===== src/rtl/alu_iterative.sv =====
// Execution-stage ALU: single-cycle AND/OR/ADD/SUB, iterative shift-add MUL.
// Registered outputs with a valid/ready handshake toward the issuing stage.
module alu_iterative #(
    parameter int WIDTH = 32
) (
    input  logic             clk_i,
    input  logic             rst_i,
    input  logic             valid_i,
    output logic             ready_o,
    input  logic [2:0]       ALUCtrl_i,
    input  logic [WIDTH-1:0] data1_i,
    input  logic [WIDTH-1:0] data2_i,
    output logic [WIDTH-1:0] data_o,
    output logic             zero_o,
    output logic             valid_o
);

    localparam int CW = (WIDTH > 1) ? $clog2(WIDTH) : 1;
    localparam logic [CW-1:0] LAST = CW'(WIDTH - 1);

    typedef enum logic {
        IDLE,
        MUL
    } state_t;

    state_t           state;
    logic [WIDTH-1:0] mcand;
    logic [WIDTH-1:0] mplier;
    logic [WIDTH-1:0] acc;
    logic [CW-1:0]    cnt;
    logic [WIDTH-1:0] alu_res;
    logic [WIDTH-1:0] acc_next;

    // Single-cycle result; reserved codes (and MUL here) give zero
    always_comb begin
        alu_res = '0;
        case (ALUCtrl_i)
            3'd0:    alu_res = data1_i & data2_i;
            3'd1:    alu_res = data1_i | data2_i;
            3'd2:    alu_res = data1_i + data2_i;
            3'd3:    alu_res = data1_i - data2_i;
            default: alu_res = '0;
        endcase
    end

    // Partial-product step: add the shifted multiplicand when the multiplier LSB is set
    always_comb begin
        acc_next = acc;
        if (mplier[0]) begin
            acc_next = acc + mcand;
        end
    end

    // Control FSM and all output registers
    always_ff @(posedge clk_i or posedge rst_i) begin
        if (rst_i) begin
            state   <= IDLE;
            ready_o <= 1'b1;
            valid_o <= 1'b0;
            data_o  <= '0;
            zero_o  <= 1'b1;
            mcand   <= '0;
            mplier  <= '0;
            acc     <= '0;
            cnt     <= '0;
        end else begin
            case (state)
                IDLE: begin
                    valid_o <= 1'b0;
                    if (valid_i) begin
                        if (ALUCtrl_i == 3'd4) begin
                            mcand   <= data1_i;
                            mplier  <= data2_i;
                            acc     <= '0;
                            cnt     <= '0;
                            state   <= MUL;
                            ready_o <= 1'b0;
                        end else begin
                            data_o  <= alu_res;
                            zero_o  <= (alu_res == '0);
                            valid_o <= 1'b1;
                        end
                    end
                end
                MUL: begin
                    valid_o <= 1'b0;
                    acc     <= acc_next;
                    mcand   <= mcand << 1;
                    mplier  <= mplier >> 1;
                    cnt     <= cnt + CW'(1);
                    if (cnt == LAST) begin
                        data_o  <= acc_next;
                        zero_o  <= (acc_next == '0);
                        valid_o <= 1'b1;
                        state   <= IDLE;
                        ready_o <= 1'b1;
                    end
                end
                default: begin
                    state   <= IDLE;
                    ready_o <= 1'b1;
                    valid_o <= 1'b0;
                end
            endcase
        end
    end

endmodule


===== config.mk =====
export PLATFORM = sky130hd
export DESIGN_NAME = alu_iterative
export DESIGN_NICKNAME = d
export VERILOG_FILES = /design/src/rtl/alu_iterative.sv
export SDC_FILE = /design/constraint.sdc
export NUM_CORES = 1
export LEC_CHECK = 0
export CORE_MARGIN = 1
export CORE_UTILIZATION = 55
export CTS_BUF_LIST = sky130_fd_sc_hd__clkbuf_4 sky130_fd_sc_hd__clkbuf_8 sky130_fd_sc_hd__clkbuf_16
export DETAILED_ROUTE_END_ITERATION = 16
export PLACE_DENSITY = 0.83
export SLEW_MARGIN = 30
export SYNTH_ARGS = -nofsm -noshare
export SYNTH_HDL_FRONTEND = slang
export SYNTH_SLANG_ARGS = --single-unit

===== constraint.sdc =====
create_clock -name clk_i -period 14 [get_ports clk_i]
set_input_delay 2.8 -clock clk_i [delete_from_list [all_inputs] [get_ports clk_i]]
set_output_delay 2.8 -clock clk_i [all_outputs]
set_load 0.02 [all_outputs]

# Word level (Yosys, flattened, before mapping)

Index checks and enable logic that the tools add are counted.

$add $sub $neg: 4
Equal/unequal tests: 9
Multiplexer cells: 34
Bitwise operators: 3
Reduce and logical (&&, ||, !) cells: 6

Operators by type and width:

| cell                                                                  | count |
|---|---|
| 32-bit two-way mux                                                    | 10 |
| 32-bit one-hot mux with 2 select lines                                | 4 |
| 32-bit one-hot mux with 4 select lines                                | 1 |
| 32-bit adder                                                          | 2 |
| 32-bit zero test                                                      | 2 |
| 32-bit bitwise AND                                                    | 1 |
| 32-bit OR                                                             | 1 |
| 32-bit subtractor                                                     | 1 |
| 1-bit two-way mux                                                     | 12 |
| 5-bit two-way mux                                                     | 2 |
| 5-bit one-hot mux with 2 select lines                                 | 1 |
| 1-bit one-hot mux with 2 select lines                                 | 4 |
| 3-bit by 2-bit equality test with 1-bit output, second input constant | 2 |
| 2-bit != test, second input constant                                  | 3 |
| 3-bit AND reduction                                                   | 2 |
| 5-bit by 1-bit adder with 5-bit output, second input constant         | 1 |
| 5-bit equality test, second input constant                            | 1 |
| 3-bit by 1-bit equality test with 1-bit output, second input constant | 1 |
| 3-bit equality test, second input constant                            | 1 |
| 3-bit zero test                                                       | 1 |
| 2-bit by 1-bit != test with 1-bit output, second input constant       | 1 |
| 2-bit AND reduction                                                   | 1 |
| 1-bit NOT                                                             | 1 |

Flip-flop bits (word level): 137
Word-level logic and storage cells: 65

# Logic depth before layout (Yosys ltp)

Depth after elaboration: 6
Gate-level depth with buffers: 22
Mapped depth without buffers: 22

# Worst setup path before layout

No wires, ideal clock.

Path type: input -> register
From: input port data2_i[6]
To: register zero_o
Library setup time: 0.062 ns
Data arrival time: 6.745 ns
Required time: 13.938 ns
Path slack: 7.193 ns
Stages: 18
Path buffers: 1
Cells stage by stage: or3_4 -> or4_4 -> nor3_1 -> inv_1 -> o31a_1 -> xnor2_1 -> ha_1 -> clkbuf_1 -> nand2_1 -> nor2_1 -> nand4_1 -> or3_1 -> o2111ai_1 -> a211oi_1 -> or3b_1 -> nor4_1 -> a32oi_1 -> nand2_1

Word-level cells in the longest chain between the ends: 6

RTL lines:

| what                                      | RTL line | text |
|---|---|---|
| start, declared                           | 12       | `input logic [WIDTH-1:0] data2_i,` |
| 32-bit subtractor (tied with other cells) | 41       | `3'd3: alu_res = data1_i - data2_i;` |
| 32-bit one-hot mux with 4 select lines *  | 37       | `case (ALUCtrl_i)` |
| 32-bit zero test *                        | 80       | `zero_o <= (alu_res == '0);` |
| 1-bit two-way mux *                       | 71       | `if (ALUCtrl_i == 3'd4) begin` |
| 1-bit two-way mux *                       | 70       | `if (valid_i) begin` |
| 1-bit one-hot mux with 2 select lines *   | 67       | `case (state)` |
| end signal, assigned                      | 80       |  |
| end signal, assigned                      | 93       | `zero_o <= (acc_next == '0);` |
| end, declared                             | 14       | `output logic zero_o,` |

Mark *: on every way between the ends. The rest lies on a longest branch, timed or not. The select of a mux whose other input is x is not followed.
A chain may end at the register's enable or synchronous reset.

# Worst setup path after layout

From: input port ALUCtrl_i[1]
To: register zero_o

Word-level cells in the longest chain between the ends: 6

RTL lines:

| what                                                                   | RTL line | text |
|---|---|---|
| start, declared                                                        | 10       | `input logic [2:0] ALUCtrl_i,` |
| 3-bit by 2-bit equality test with 1-bit output (tied with other cells) | 37       |  |
| 32-bit one-hot mux with 4 select lines                                 | 37       |  |
| 32-bit zero test                                                       | 80       |  |
| 1-bit two-way mux                                                      | 71       |  |
| 1-bit two-way mux                                                      | 70       |  |
| 1-bit one-hot mux with 2 select lines                                  | 67       |  |

Parallel ways exist; a longest one is shown, timed or not. The select of a mux whose other input is x is not followed.

==> metrics.log <==
[metrics] initial antenna violation count: 0
[metrics] FF+latch count, synth: 137
[metrics] count of yosys warnings during synthesis: 0
[metrics] routed wire length on met3: 3.30 mm
[metrics] category of the critical setup timing path: in -> reg
[metrics] number of buffers inserted by post-CTS setup repair: 0
[metrics] outcome: finished, final reports clean
[metrics] initial core utilization: 0.560
[metrics] synthesized area: 11,800 um^2
[metrics] total power: 2.40 mW
[metrics] Data arrival, critical path: 8190 ps
[metrics] CTS root buffer: clkbuf_16
[metrics] GRT Resource Usage Total: 0.349
[metrics] average vias per placed instance: 6.61
[metrics] total CTS buffers: 17
[metrics] net switching power figure: 1.06 mW
[metrics] fill cell instance count of the final layout: 1,819
[metrics] internal power summed over all cells: 1.34 mW
[metrics] Max Cap Viol: 0
[metrics] Clock Sink Count: 137
[metrics] Fin Clk Skew: 13.1 ps
[metrics] gate family responsible for the most delay along the worst path: compound AO/OA/AOI/OAI gates
[metrics] part of the total power dissipated in the clock network: 0.211
[metrics] remaining design rule violation count: 0
[metrics] core footprint: 21,000 um^2
[metrics] switching share of total power: 0.441
[metrics] number of instances in the synthesized netlist: 1,473
[metrics] Rel. slew slack: 0.370
[metrics] type of the most critical hold path: reg -> reg
[metrics] nets in the synthesized netlist: 1,612
[metrics] clock slew at reported path FFs: 70 ps
[metrics] proportion of synthesized chip area in sequential cells: 0.291
[metrics] P&R area growth vs syn: 15.5%
[metrics] die area: 22,000 um^2
[metrics] power density of the placed cells: 176 nW/um^2
[metrics] upper clock frequency limit: 0.128 GHz
[metrics] Max VDD drop: 0.0000900 V
[metrics] critical-path maximum fanout: 41
[metrics] ranking of synthesized cells by area: dfrtp_1 (29%), ha_1 (7.1%), nand2_1 (6.8%)
[metrics] Layout Utilization: 0.647
[metrics] average cell area after synthesis: 8.00 um^2
[metrics] Buffers on Ports: 104
[metrics] worst-skew pair later-pin latency: 440 ps
[metrics] type of element capturing the critical path: flop
[metrics] Congestion Overflow GR: 0
[metrics] routability congestion estimate: 0.965
[metrics] H-Tree Depth: 4
[metrics] quantity of hold-fixing buffers added after cts: 0
[metrics] floorplan die height: 148 um
[metrics] share of async-settable or async-resettable flops after synthesis: 1.00
[metrics] average wire per cell in the routed design: 20.9 um
[metrics] ports placed on the boundary: 105
[metrics] Tcrit/Tclk final: 0.558
[metrics] Leakage: 6.05 nW
[metrics] maximum clock insertion buffer count: 2
[metrics] topmost layer with routed signal wires: met4
[metrics] CTS tree: done
[metrics] number of cell rows: 53
[metrics] total of endpoints with negative setup slack in the final report: 0
[metrics] Slowest-stage cell, CP: a211oi_1
[metrics] number of antenna-violating nets in the routed design: 0
[metrics] overall via count from detail_route: 11,900
[metrics] logic gate share of total power: 0.507
[metrics] Critical path buffers and inverters: 3
[metrics] 1st-iter DRT viols: 1,183
[metrics] critical path startpoint category: primary input
[metrics] wire length of the first global-routing pass: 59.5 mm
[metrics] Final Max Slew Viols: 0
[metrics] Final Hold Fails: 0
[metrics] Setup TNS: 0 ps
[metrics] Cell variety after synth: 84
[metrics] max incr delay on CP: 600 ps
[metrics] vias in the first global route: 10,700
[metrics] first-pass iteration count of the detailed router: 5
[metrics] maximum number of pins on one net before global-route repair: 89
[metrics] most used cells in the layout excluding fill and tap cells: nand2_1 (212), o21ai_0 (140), dfrtp_1 (134)
[metrics] Least-Margin Pin Slew: 945 ps
[metrics] length of routed met2 wiring: 16.9 mm
[metrics] met1 layer wirelength in the final routing: 16.9 mm
[metrics] setup repair after global routing missed its margin: false
[metrics] nets: 1,654
[metrics] number of synthesized flops with an enable pin: 0
[metrics] final period demand of the worst path: 7820 ps
[metrics] Antenna Cells: 0
[metrics] fraction of power consumed by sequential logic: 0.282
[metrics] share of final-layout standard cells stronger than drive strength 1: 0.0569
[metrics] overall routed net length: 37.7 mm
[metrics] overall die width: 148 um
[metrics] cells along the critical path: clkdlybuf4s50_1 -> buf_4 -> nor2b_1 -> buf_4 -> nand2_1 -> o31ai_1 -> xor2_1 -> ha_1 -> a21o_1 -> a31oi_1 -> o32ai_1 -> nor3_1 -> a2111oi_0 -> a211oi_1 -> nand4_1 -> nor4_1 -> a32oi_1 -> nand2_1
[metrics] top flip-flop cell by instance count after synthesis: dfrtp_1
[metrics] portion of synthesized cell area occupied by the leading cell type: 0.287
[metrics] Crit path required time: 14,370 ps
[metrics] leading cell type in the layout, fill and taps excluded: nand2_1
[metrics] number of resized instances in the post-cts repair step: 0
[metrics] HPWL after detailed placement: 27.8 mm
[metrics] Synth area leader: dfrtp_1
sequential cells by signal (all words and copies together), names as in the netlist:
name and count:
mcand 32, mplier 32, valid_o 1, zero_o 1
state 1, acc 32, cnt 5, data_o 32
ready_o 1
cell families (layout without fill, tap and decap cells):
group | Yosys count | in the layout | synth area share
AOI/OAI and AO/OA | 489 | 489 | 0.270
DFF | 137 | 137 | 0.291
adders and majority gates | 84 | 84 | 0.0873
and+or+nand+nor | 505 | 505 | 0.202
xor gates and xnor gates | 56 | 56 | 0.0416
buffers and inverters | 124 | 179 | 0.0401
muxes | 78 | 78 | 0.0671
Yosys cell counts, types with 6 or more instances:
cell / instances
a211oi_1: 21
a21o_1: 30
a21oi_1: 101
a221oi_1: 12
a22o_1: 7
a31o_2: 6
a31oi_1: 14
and2_1: 12
and3_1: 11
buf_1: 21
clkbuf_1: 73
dfrtp_1: 135
ha_1: 67
inv_1: 25
maj3_1: 15
mux2_2: 8
mux2i_1: 70
nand2_1: 213
nand2b_1: 8
nand3_1: 34
nand4_1: 24
nor2_1: 100
nor2b_1: 8
nor3_1: 29
nor4_1: 13
o2111ai_1: 8
o211ai_1: 22
o21a_1: 24
o21ai_0: 141
o21bai_1: 6
o22ai_1: 15
o31a_1: 7
o31ai_1: 18
or3_1: 14
or4_1: 9
xnor2_1: 33
xor2_1: 23
stage by stage:
step / instance area (um^2) / setup WS, ps / hold WS [ps] / cells
2_1_floorplan: 11800 / 7190 / 449 / 1473
3_3_place_gp: 12900 / 5880 / 449 / 1769
3_5_place_dp: 12900 / 5850 / 465 / 1769
4_1_cts: 13600 / 6290 / 480 / 1801
5_1_grt: 13600 / 5820 / 498 / 1803
6_report: 13600 / 6180 / 476 / 1803
metal layers:
metal,vias up,track usage
met5,-,0
met4,0,0.0794
met3,44,0.0617
met2,563,0.532
met1,5743,0.511
li1,5571,-
power groups by stage:
stage / combinational, mW / clock, mW / sequential (mW)
after floorplan: 0.799 / 0 / 0.690
after global placement: 1.15 / 0 / 0.671
after detailed placement: 1.18 / 0 / 0.676
after CTS: 1.19 / 0.512 / 0.672
after global routing: 1.33 / 0.528 / 0.691
final: 1.22 / 0.506 / 0.676
cell type report:
class | instances | area, um^2 | share of cell area
well taps | 275 | 344 | 0.0253
flip-flops and latches | 137 | 3430 | 0.252
multi-input cells | 1212 | 7890 | 0.580
repair buffers | 122 | 1190 | 0.0874
inverters | 25 | 98.8 | 0.00726
clock buffers | 18 | 433 | 0.0318
clock inverters | 14 | 213 | 0.0156
worst paths after layout:
kind                               from    endpoint  slack (ps)  depth (start not counted)
max in group asynchronous         rst_i      zero_o        9990                          4
setup / recovery           ALUCtrl_i[1]      zero_o        6180                         18
hold reg to reg              data_o[24]  data_o[24]         480                          2
hold / removal               data_o[24]  data_o[24]         480                          2
setup reg to reg                  state      zero_o        9380                         11
min in group asynchronous         rst_i   data_o[1]        2830                          2
worst register-to-register path: stages, from the launching register on:
cell and delay, ps:
dfrtp_4 590, buf_4 630, buf_4 780, nand2_1 270
o21ai_2 130, inv_1 110, or4_1 570, or4_1 500
or4_1 550, nor4_2 160, nand4_1 160, nand2_1 140
(Power assumes the default switching activity.)
